==> src/rtl/mux4_rr_arbiter_if.sv <==
// -----------------------------------------------------------------------------
// mux4_rr_arbiter_if
// Bundles the request/grant signals between the four datapath requesters and
// the round-robin arbiter that owns the shared 16-bit 4:1 select mux.
//
//   req       4      request lines, bit i = requester i (mux input in(i+1))
//   gnt       4      registered one-hot grant, zero when nobody owns the mux
//   sbit      2      registered mux select, current or most recent owner
//   bus_valid 1      high while gnt is non-zero
//   hold_cnt  CNT_W  cycles the current owner has held the grant, minus 1
//
// Modports:
//   master : requester side (drives req, observes the grant outputs)
//   slave  : arbiter side   (samples req, drives the grant outputs)
// -----------------------------------------------------------------------------
interface mux4_rr_arbiter_if #(
   parameter int CNT_W = 4
);
   logic [3:0]       req;
   logic [3:0]       gnt;
   logic [1:0]       sbit;
   logic             bus_valid;
   logic [CNT_W-1:0] hold_cnt;

   modport master (
      output req,
      input  gnt,
      input  sbit,
      input  bus_valid,
      input  hold_cnt
   );

   modport slave (
      input  req,
      output gnt,
      output sbit,
      output bus_valid,
      output hold_cnt
   );
endinterface

==> src/rtl/mux4_rr_arbiter.sv <==
// -----------------------------------------------------------------------------
// mux4_rr_arbiter
// Round-robin arbiter that shares one combinational 16-bit 4:1 select mux
// among four requesters (PC logic, ALU, memory read, register writeback).
// It drives the mux select and a one-hot grant. Each owner's tenure is bounded
// by MAX_HOLD cycles whenever another requester is waiting, so nobody starves.
//
// Ports:
//   clk    input   single system clock, rising edge
//   rst_n  input   synchronous active-low reset
//   bus    slave   req in; gnt, sbit, bus_valid, hold_cnt out (all registered)
//
// Parameters:
//   MAX_HOLD  maximum consecutive cycles one owner keeps the grant while
//             another requester waits (2..15)
//   CNT_W     hold counter width, 2**CNT_W > MAX_HOLD
// -----------------------------------------------------------------------------
module mux4_rr_arbiter #(
   parameter int MAX_HOLD = 8,
   parameter int CNT_W    = 4
) (
   input logic               clk,
   input logic               rst_n,
   mux4_rr_arbiter_if.slave  bus
);

   typedef enum logic {
      IDLE = 1'b0,
      OWN  = 1'b1
   } state_t;

   localparam logic [CNT_W-1:0] HOLD_LAST = CNT_W'(MAX_HOLD - 1);

   state_t           state_reg;
   logic [1:0]       ptr_reg;
   logic [3:0]       gnt_reg;
   logic [1:0]       sbit_reg;
   logic             bus_valid_reg;
   logic [CNT_W-1:0] hold_cnt_reg;

   logic             own;
   logic             owner_req;
   logic             at_limit;
   logic [3:0]       cand;
   logic [3:0]       rot;
   logic             found;
   logic [1:0]       win_off;
   logic [1:0]       win;

   assign own       = (state_reg == OWN);
   assign owner_req = bus.req[sbit_reg];
   assign at_limit  = (hold_cnt_reg == HOLD_LAST);

   // Candidate set: every requester except the present owner. In IDLE there
   // is no owner, so all requests compete. On a release the owner's bit is
   // already low, so the same mask serves both release and timeout.
   genvar gi;
   generate
      for (gi = 0; gi < 4; gi++) begin : g_cand
         assign cand[gi] = bus.req[gi] & ~(own && (sbit_reg == 2'(gi)));
      end
   endgenerate

   // Rotate the candidates so that rot[0] is the requester at ptr; the search
   // then becomes a plain lowest-bit-first priority encode.
   generate
      for (gi = 0; gi < 4; gi++) begin : g_rot
         logic [1:0] idx;
         assign idx     = ptr_reg + 2'(gi);
         assign rot[gi] = cand[idx];
      end
   endgenerate

   always_comb begin
      found   = |rot;
      win_off = 2'd0;
      for (int i = 3; i >= 0; i--) begin
         if (rot[i]) begin
            win_off = 2'(i);
         end
      end
      win = ptr_reg + win_off;
   end

   // Single registered FSM. sbit is only written when a new owner is granted,
   // so it holds the last owner through IDLE and the mux select never moves
   // while nothing is being driven.
   always_ff @(posedge clk) begin
      if (!rst_n) begin
         state_reg     <= IDLE;
         ptr_reg       <= 2'd0;
         gnt_reg       <= 4'b0000;
         sbit_reg      <= 2'd0;
         bus_valid_reg <= 1'b0;
         hold_cnt_reg  <= '0;
      end else begin
         case (state_reg)
            IDLE: begin
               if (found) begin
                  state_reg     <= OWN;
                  gnt_reg       <= 4'b0001 << win;
                  sbit_reg      <= win;
                  bus_valid_reg <= 1'b1;
                  hold_cnt_reg  <= '0;
                  ptr_reg       <= win + 2'd1;
               end
            end

            OWN: begin
               if (!owner_req) begin
                  // Release: hand over directly when someone is waiting,
                  // avoiding an idle bubble between owners.
                  if (found) begin
                     gnt_reg       <= 4'b0001 << win;
                     sbit_reg      <= win;
                     hold_cnt_reg  <= '0;
                     ptr_reg       <= win + 2'd1;
                  end else begin
                     state_reg     <= IDLE;
                     gnt_reg       <= 4'b0000;
                     bus_valid_reg <= 1'b0;
                     hold_cnt_reg  <= '0;
                  end
               end else if (at_limit) begin
                  // Tenure exhausted: force a switch if anyone else waits,
                  // otherwise the owner keeps the bus and the count wraps.
                  if (found) begin
                     gnt_reg       <= 4'b0001 << win;
                     sbit_reg      <= win;
                     ptr_reg       <= win + 2'd1;
                  end
                  hold_cnt_reg  <= '0;
               end else begin
                  hold_cnt_reg  <= hold_cnt_reg + 1'b1;
               end
            end

            default: begin
               state_reg     <= IDLE;
               gnt_reg       <= 4'b0000;
               bus_valid_reg <= 1'b0;
               hold_cnt_reg  <= '0;
            end
         endcase
      end
   end

   assign bus.gnt       = gnt_reg;
   assign bus.sbit      = sbit_reg;
   assign bus.bus_valid = bus_valid_reg;
   assign bus.hold_cnt  = hold_cnt_reg;

endmodule

==> src/flat_wrapper.sv <==
// flat-port wrapper written by rule: the top's interface ports become plain ports
module mux4_rr_arbiter_flat 
#(
   parameter int MAX_HOLD = 8,
   parameter int CNT_W    = 4
)
  (clk, rst_n, bus_req, bus_gnt, bus_sbit, bus_bus_valid, bus_hold_cnt);
  mux4_rr_arbiter_if #(.CNT_W(CNT_W)) bus_i ();
  input logic clk;
  input logic rst_n;
  input wire logic [$bits(bus_i.req)-1:0] bus_req;
  output wire logic [$bits(bus_i.gnt)-1:0] bus_gnt;
  output wire logic [$bits(bus_i.sbit)-1:0] bus_sbit;
  output wire logic [$bits(bus_i.bus_valid)-1:0] bus_bus_valid;
  output wire logic [$bits(bus_i.hold_cnt)-1:0] bus_hold_cnt;
  assign bus_i.req = bus_req;
  assign bus_gnt = bus_i.gnt;
  assign bus_sbit = bus_i.sbit;
  assign bus_bus_valid = bus_i.bus_valid;
  assign bus_hold_cnt = bus_i.hold_cnt;
  mux4_rr_arbiter #(.MAX_HOLD(MAX_HOLD), .CNT_W(CNT_W)) u_core (.clk(clk), .rst_n(rst_n), .bus(bus_i));
endmodule
==> config.mk <==
export PLATFORM = sky130hd
export DESIGN_NAME = mux4_rr_arbiter_flat
export DESIGN_NICKNAME = d
export VERILOG_FILES = /design/src/rtl/mux4_rr_arbiter_if.sv /design/src/rtl/mux4_rr_arbiter.sv /design/src/flat_wrapper.sv
export SDC_FILE = /design/constraint.sdc
export NUM_CORES = 1
export LEC_CHECK = 0
export BUFFER_PORTS_ARGS = -buffer_cell sky130_fd_sc_hd__buf_2
export CORE_MARGIN = 2
export CORE_UTILIZATION = 46
export DETAILED_ROUTE_END_ITERATION = 6
export PLACE_DENSITY_LB_ADDON = 0.05
export SLEW_MARGIN = 10
export SYNTH_ARGS = -nofsm -noshare
export SYNTH_HDL_FRONTEND = slang
export SYNTH_SLANG_ARGS = --single-unit
==> constraint.sdc <==
create_clock -name clk -period 7.5 [get_ports clk]
set_clock_uncertainty 0.15 [all_clocks]
set_input_delay 1.875 -clock clk [delete_from_list [all_inputs] [get_ports clk]]
set_output_delay 1.875 -clock clk [all_outputs]
set_load 0.01 [all_outputs]
-- Word-level counts from Yosys, hierarchy flattened
Cells that the tools add are included.
- register bits after elaboration: 14
- input bits: 6
- output and inout port bits: 11
- logic and storage cells: 80
- $add $sub $neg: 6
- order comparisons: 5
- equality and inequality tests: 8
- shift-type cells: 1
- muxes and demuxes: 38
- bitwise gates (word level): 9
- reduce and logical (&&, ||, !) cells: 7
- operators by type and width (operator ; number):
    $mux 4 ; 7
    $mux 2 ; 10
    $pmux 4 s2 ; 2
    $lt 2x3->1 const B ; 5
    $bmux 1 s2 ; 5
    $mux 1 ; 10
    $pmux 2 s2 ; 2
    $not 1->1 ; 5
    $add 2x1->2 const B ; 2
    $add 2x2->2 const B ; 2
    $add 4x1->4 const B ; 1
    $and 1x1->1 ; 4
    $eq 2x2->1 const B ; 2
    $eq 4x3->1 const B ; 1
    $logic_and 1x1->1 ; 4
    $ne 2x2->1 const B ; 2
    $pmux 1 s2 ; 2
    $reduce_or 4->1 ; 1
    $shl 1x2->4 const A ; 1
    $ne 3x3->1 const B ; 1
    $reduce_and 3->1 ; 1
    $add 2x2->2 ; 1
    $eq 2x1->1 const B ; 1
    $logic_not 2->1 ; 1
    $ne 2x1->1 const B ; 1

-- Depth between registers and ports, before layout
- depth in word-level cells: 16
- gate-level depth with buffers: 14
- mapped depth without buffers: 12

-- Worst setup path before layout
Ideal clock, no wire load.
- kind: input port to flip-flop
- start point: input port bus_req[0]
- end point: register u_core.ptr_reg[1]
- library setup time: 0.116 ns
- arrival: 3.663 ns
- data required time: 7.234 ns
- setup slack: 3.571 ns
- cell stages on the path: 12
- buffers on the path: 1
- path through: and2_4 -> buf_6 -> or2_2 -> a21oi_1 -> a311oi_1 -> o21ai_0 -> ha_1 -> xor2_2 -> inv_1 -> ha_1 -> nand2_1 -> and3_1
- word-level cells in the longest chain between the ends: 13
- elaborated cells between the ends (all ways): 23
- those cells by class: 2 x add/sub; 1 x eq/ne; 18 x mux; 1 x bitwise; 1 x reduce/logical
- RTL lines (element ; RTL line ; RTL):
    start: declaration ; flat_wrapper.sv:11 ; input wire logic [$bits(bus_i.req)-1:0] bus_req;
    $and 1x1->1 ; mux4_rr_arbiter.sv:60 ; assign cand[gi] = bus.req[gi] & ~(own && (sbit_reg == 2'(gi)));
    $bmux 1 s2 ; mux4_rr_arbiter.sv:70 ; assign rot[gi] = cand[idx];
    $mux 1 (not written as such) ; mux4_rr_arbiter.sv:70 ;
    $mux 2 (4 in a row) ; mux4_rr_arbiter.sv:78 ; if (rot[i]) begin
    $add 2x2->2 ; mux4_rr_arbiter.sv:82 ; win = ptr_reg + win_off;
    $add 2x1->2 ; mux4_rr_arbiter.sv:105, mux4_rr_arbiter.sv:117, mux4_rr_arbiter.sv:130 ;
    $mux 2 ; mux4_rr_arbiter.sv:99, mux4_rr_arbiter.sv:113, mux4_rr_arbiter.sv:127 ;
    $mux 2 ; mux4_rr_arbiter.sv:124 ; end else if (at_limit) begin
    $mux 2 ; mux4_rr_arbiter.sv:110 ; if (!owner_req) begin
    $pmux 2 s2 ; mux4_rr_arbiter.sv:97 ; case (state_reg)
    end signal: assignment ; mux4_rr_arbiter.sv:105 ; ptr_reg <= win + 2'd1;
    end signal: assignment ; mux4_rr_arbiter.sv:117 ; ptr_reg <= win + 2'd1;
    end signal: assignment ; mux4_rr_arbiter.sv:130 ; ptr_reg <= win + 2'd1;
    end: declaration ; mux4_rr_arbiter.sv:35 ; logic [1:0] ptr_reg;
Parallel ways exist; a longest one is shown, timed or not. The select of a mux whose other input is x is not followed.
A chain may end at the register's enable or synchronous reset.

-- Final worst setup path
- start point: input port bus_req[3]
- end point: register u_core.ptr_reg[1]
The elaborated chain is that of the path after synthesis.

==> metrics <==
total track usage 18.0%; Hold Crit Class reg -> reg; Setup TNS 0 ns; commonest non-fill, non-tap cells in the layout buf_2, dfxtp_1, nand2_1, o21ai_0; period utilization 52.4%; MaxCap Viol Count 0; largest family of logic cells by synthesized area compound AO/OA/AOI/OAI gates; Max Slew Vio Count 0; syn_area_per_cell between 8 and 9 um^2; worst relative slew slack 60.8%; final hold slack between 0.3 and 0.4 ns; post-synth top area share between 20% and 30%; synthesized flop and latch total 14; routed vias/inst between 5 and 6; mapped cell area approximately 960 um^2; largest net degree at the start of global routing 17; clock tree buffer depth 2; H-tree levels 1; Final Setup Violations 0; Post-DP HPWL approximately 1500 um; RePlAce Congestion 0.779; WS Path Type in -> reg; final hold violation count 0; leak pwr around 0.00043 uW; vias in the first global route 752; cts hold-fix bufs 0; worst reg2reg path endpoint u_core.ptr_reg[1]$_SDFFE_PN0P_; area growth from synthesis to layout 11.4%; CP Capture Type flop; PostCTS Resize Cnt 0; die width roughly 50 um; clock-pin slew on the worst setup and hold paths 0.08 ns; Antenna diodes 0; Synth area leader dfxtp_1; startpoint types input port; WHS Path Cells 2; syn nets between 100 and 150; proportion of synthesized area in mux cells under 10%; height of the chip between 40 and 50 um; core region area slightly below 0.002 mm^2; Initial DRC Count 23; Slew @ Worst Pin 0.582 ns; R2R setup slack 4.33 ns; Netlist cell types between 40 and 50; I/O pins 17; Simple-Gate Fraction of Synth Area about 22%; Hold Path Sink u_core.bus.gnt[2]$_SDFFE_PN0N_; CTS Sinks 14; initial antenna violation count 0; starting density of the core between 40 and 50%; # DRC 0; sequential share of the synthesized area about 29%; post-synthesis compound-gate area fraction around 30%; Pwr Density roughly 340 mW/mm^2; Peak Freq 0.255 GHz; min Tclk post-route 3.93 ns; num rows 16; Syn Inst Count ~110; 1st-pass router iterations 5; clock root buffer clkbuf_4; CTS tree done; I/O Buffers 16; GRT overflow 0; Vias between 800 and 900; Peak supply drop 0.000171 V; Max FO, Critical Path 5; Nets ~130; Worst EP arrival a little under 4 ns; run status complete, no violations; WL/cell ~14 um; later-pin clock latency in the skew report between 0.2 and 0.3 ns; global-route wire length before repair 3420 um; Reg-to-Reg Start u_core.own$_SDFF_PN0_; dominant synthesized flop cell dfxtp_1; hold path start u_core.bus.gnt[2]$_SDFFE_PN0N_; top cells by area, synth dfxtp_1, ha_1, a21boi_0, nand2_1, o21ai_0; adder-cell share of the synthesized area about 5.2%; unrepaired setup endpoints after global routing false; FF-to-FF path depth 12; Post-CTS Setup Bufs 0; Post-synth EDFFs 0; asr flop ratio synth 0%; DIE AREA 0.00246 mm^2; yosys warns 0; post-route ant nets 0; WL final roughly 2100 um; Worst EP required between 7 and 8 ns; Post-Synth XOR/XNOR Area roughly 2.6%; share of post-route cells with drive strength above 1 approximately a quarter; commonest non-fill, non-tap cell in the layout buf_2; total CTS buffers 3
stage by stage:
stage               power [uW]  cells  utilization [%]  area (um^2)  setup WS [ns]
floorplan                  269    108                -          957           3.57
global placement           304    145             52.5         1030           3.33
detailed placement         311    145             52.5         1030           3.28
CTS                        368    149             54.3         1070           3.58
global route               397    149             54.3         1070           3.48
finish                     364    149             54.3         1070           3.57
critical path, cell delays in order:
cell	delay, ns
buf_2	0.12
or2_2	0.26
o221ai_1	0.16
a21oi_1	0.07
a311oi_1	0.20
o21ai_0	0.12
ha_1	0.26
xor2_2	0.29
inv_1	0.08
ha_1	0.28
nand2_1	0.05
and3_1	0.20
kinds of logic (layout without fill, tap and decap cells):
kind of cell / count (synthesis) / count (layout)
AO/OA/AOI/OAI: 34 / 34
XOR/XNOR: 2 / 2
flip-flops: 14 / 14
adder cells (fa/ha/maj): 4 / 4
buffers and inverters: 10 / 24
AND/OR/NAND/NOR: 41 / 41
multiplexers: 3 / 3
layer usage:
layer | wire (um) | track usage, % | up-vias
met5 | 0 | 0 | -
met4 | 46 | 8.33 | 0
met3 | 66 | 1.82 | 5
met2 | 993 | 28.2 | 21
met1 | 981 | 24.7 | 424
li1 | - | - | 427
synth_stat cells, types with 2 or more instances:
master / count
a21oi_1: 2
dfxtp_1: 14
ha_1: 4
inv_1: 4
nor2b_1: 4
buf_6: 2
nand3_1: 6
nor2_1: 4
or2_2: 2
o21ai_0: 8
a22oi_1: 2
and2_1: 3
nand2_1: 12
nor3_1: 2
buf_2: 3
a21boi_0: 6
where the power goes:
part           leakage (uW)  internal (uW)  switching, uW
logic              0.000297           81.5            109
clock network     0.0000210           29.6           26.1
registers          0.000115           93.5           24.2
total              0.000433            205            159
worst max path at each step:
stage,depth (start not counted),start,end,slack (ns)
2_1_floorplan,12,bus_req[0],u_core.ptr_reg[1]$_SDFFE_PN0P_,3.57
3_3_place_gp,12,bus_req[3],u_core.ptr_reg[1]$_SDFFE_PN0P_,3.33
3_5_place_dp,12,bus_req[3],u_core.ptr_reg[1]$_SDFFE_PN0P_,3.28
4_1_cts,12,bus_req[3],u_core.ptr_reg[1]$_SDFFE_PN0P_,3.58
5_1_grt,12,bus_req[3],u_core.ptr_reg[1]$_SDFFE_PN0P_,3.48
6_report,12,bus_req[3],u_core.ptr_reg[1]$_SDFFE_PN0P_,3.57
area by class of cell:
class	instances	area, um^2
multi-input cells	84	621
flip-flops and latches	14	280
repair buffers	16	80.1
fillers	215	896
clock buffers	4	36.3
well taps	27	33.8
inverters	4	15.0
Power figures use the tool's default switching activity.
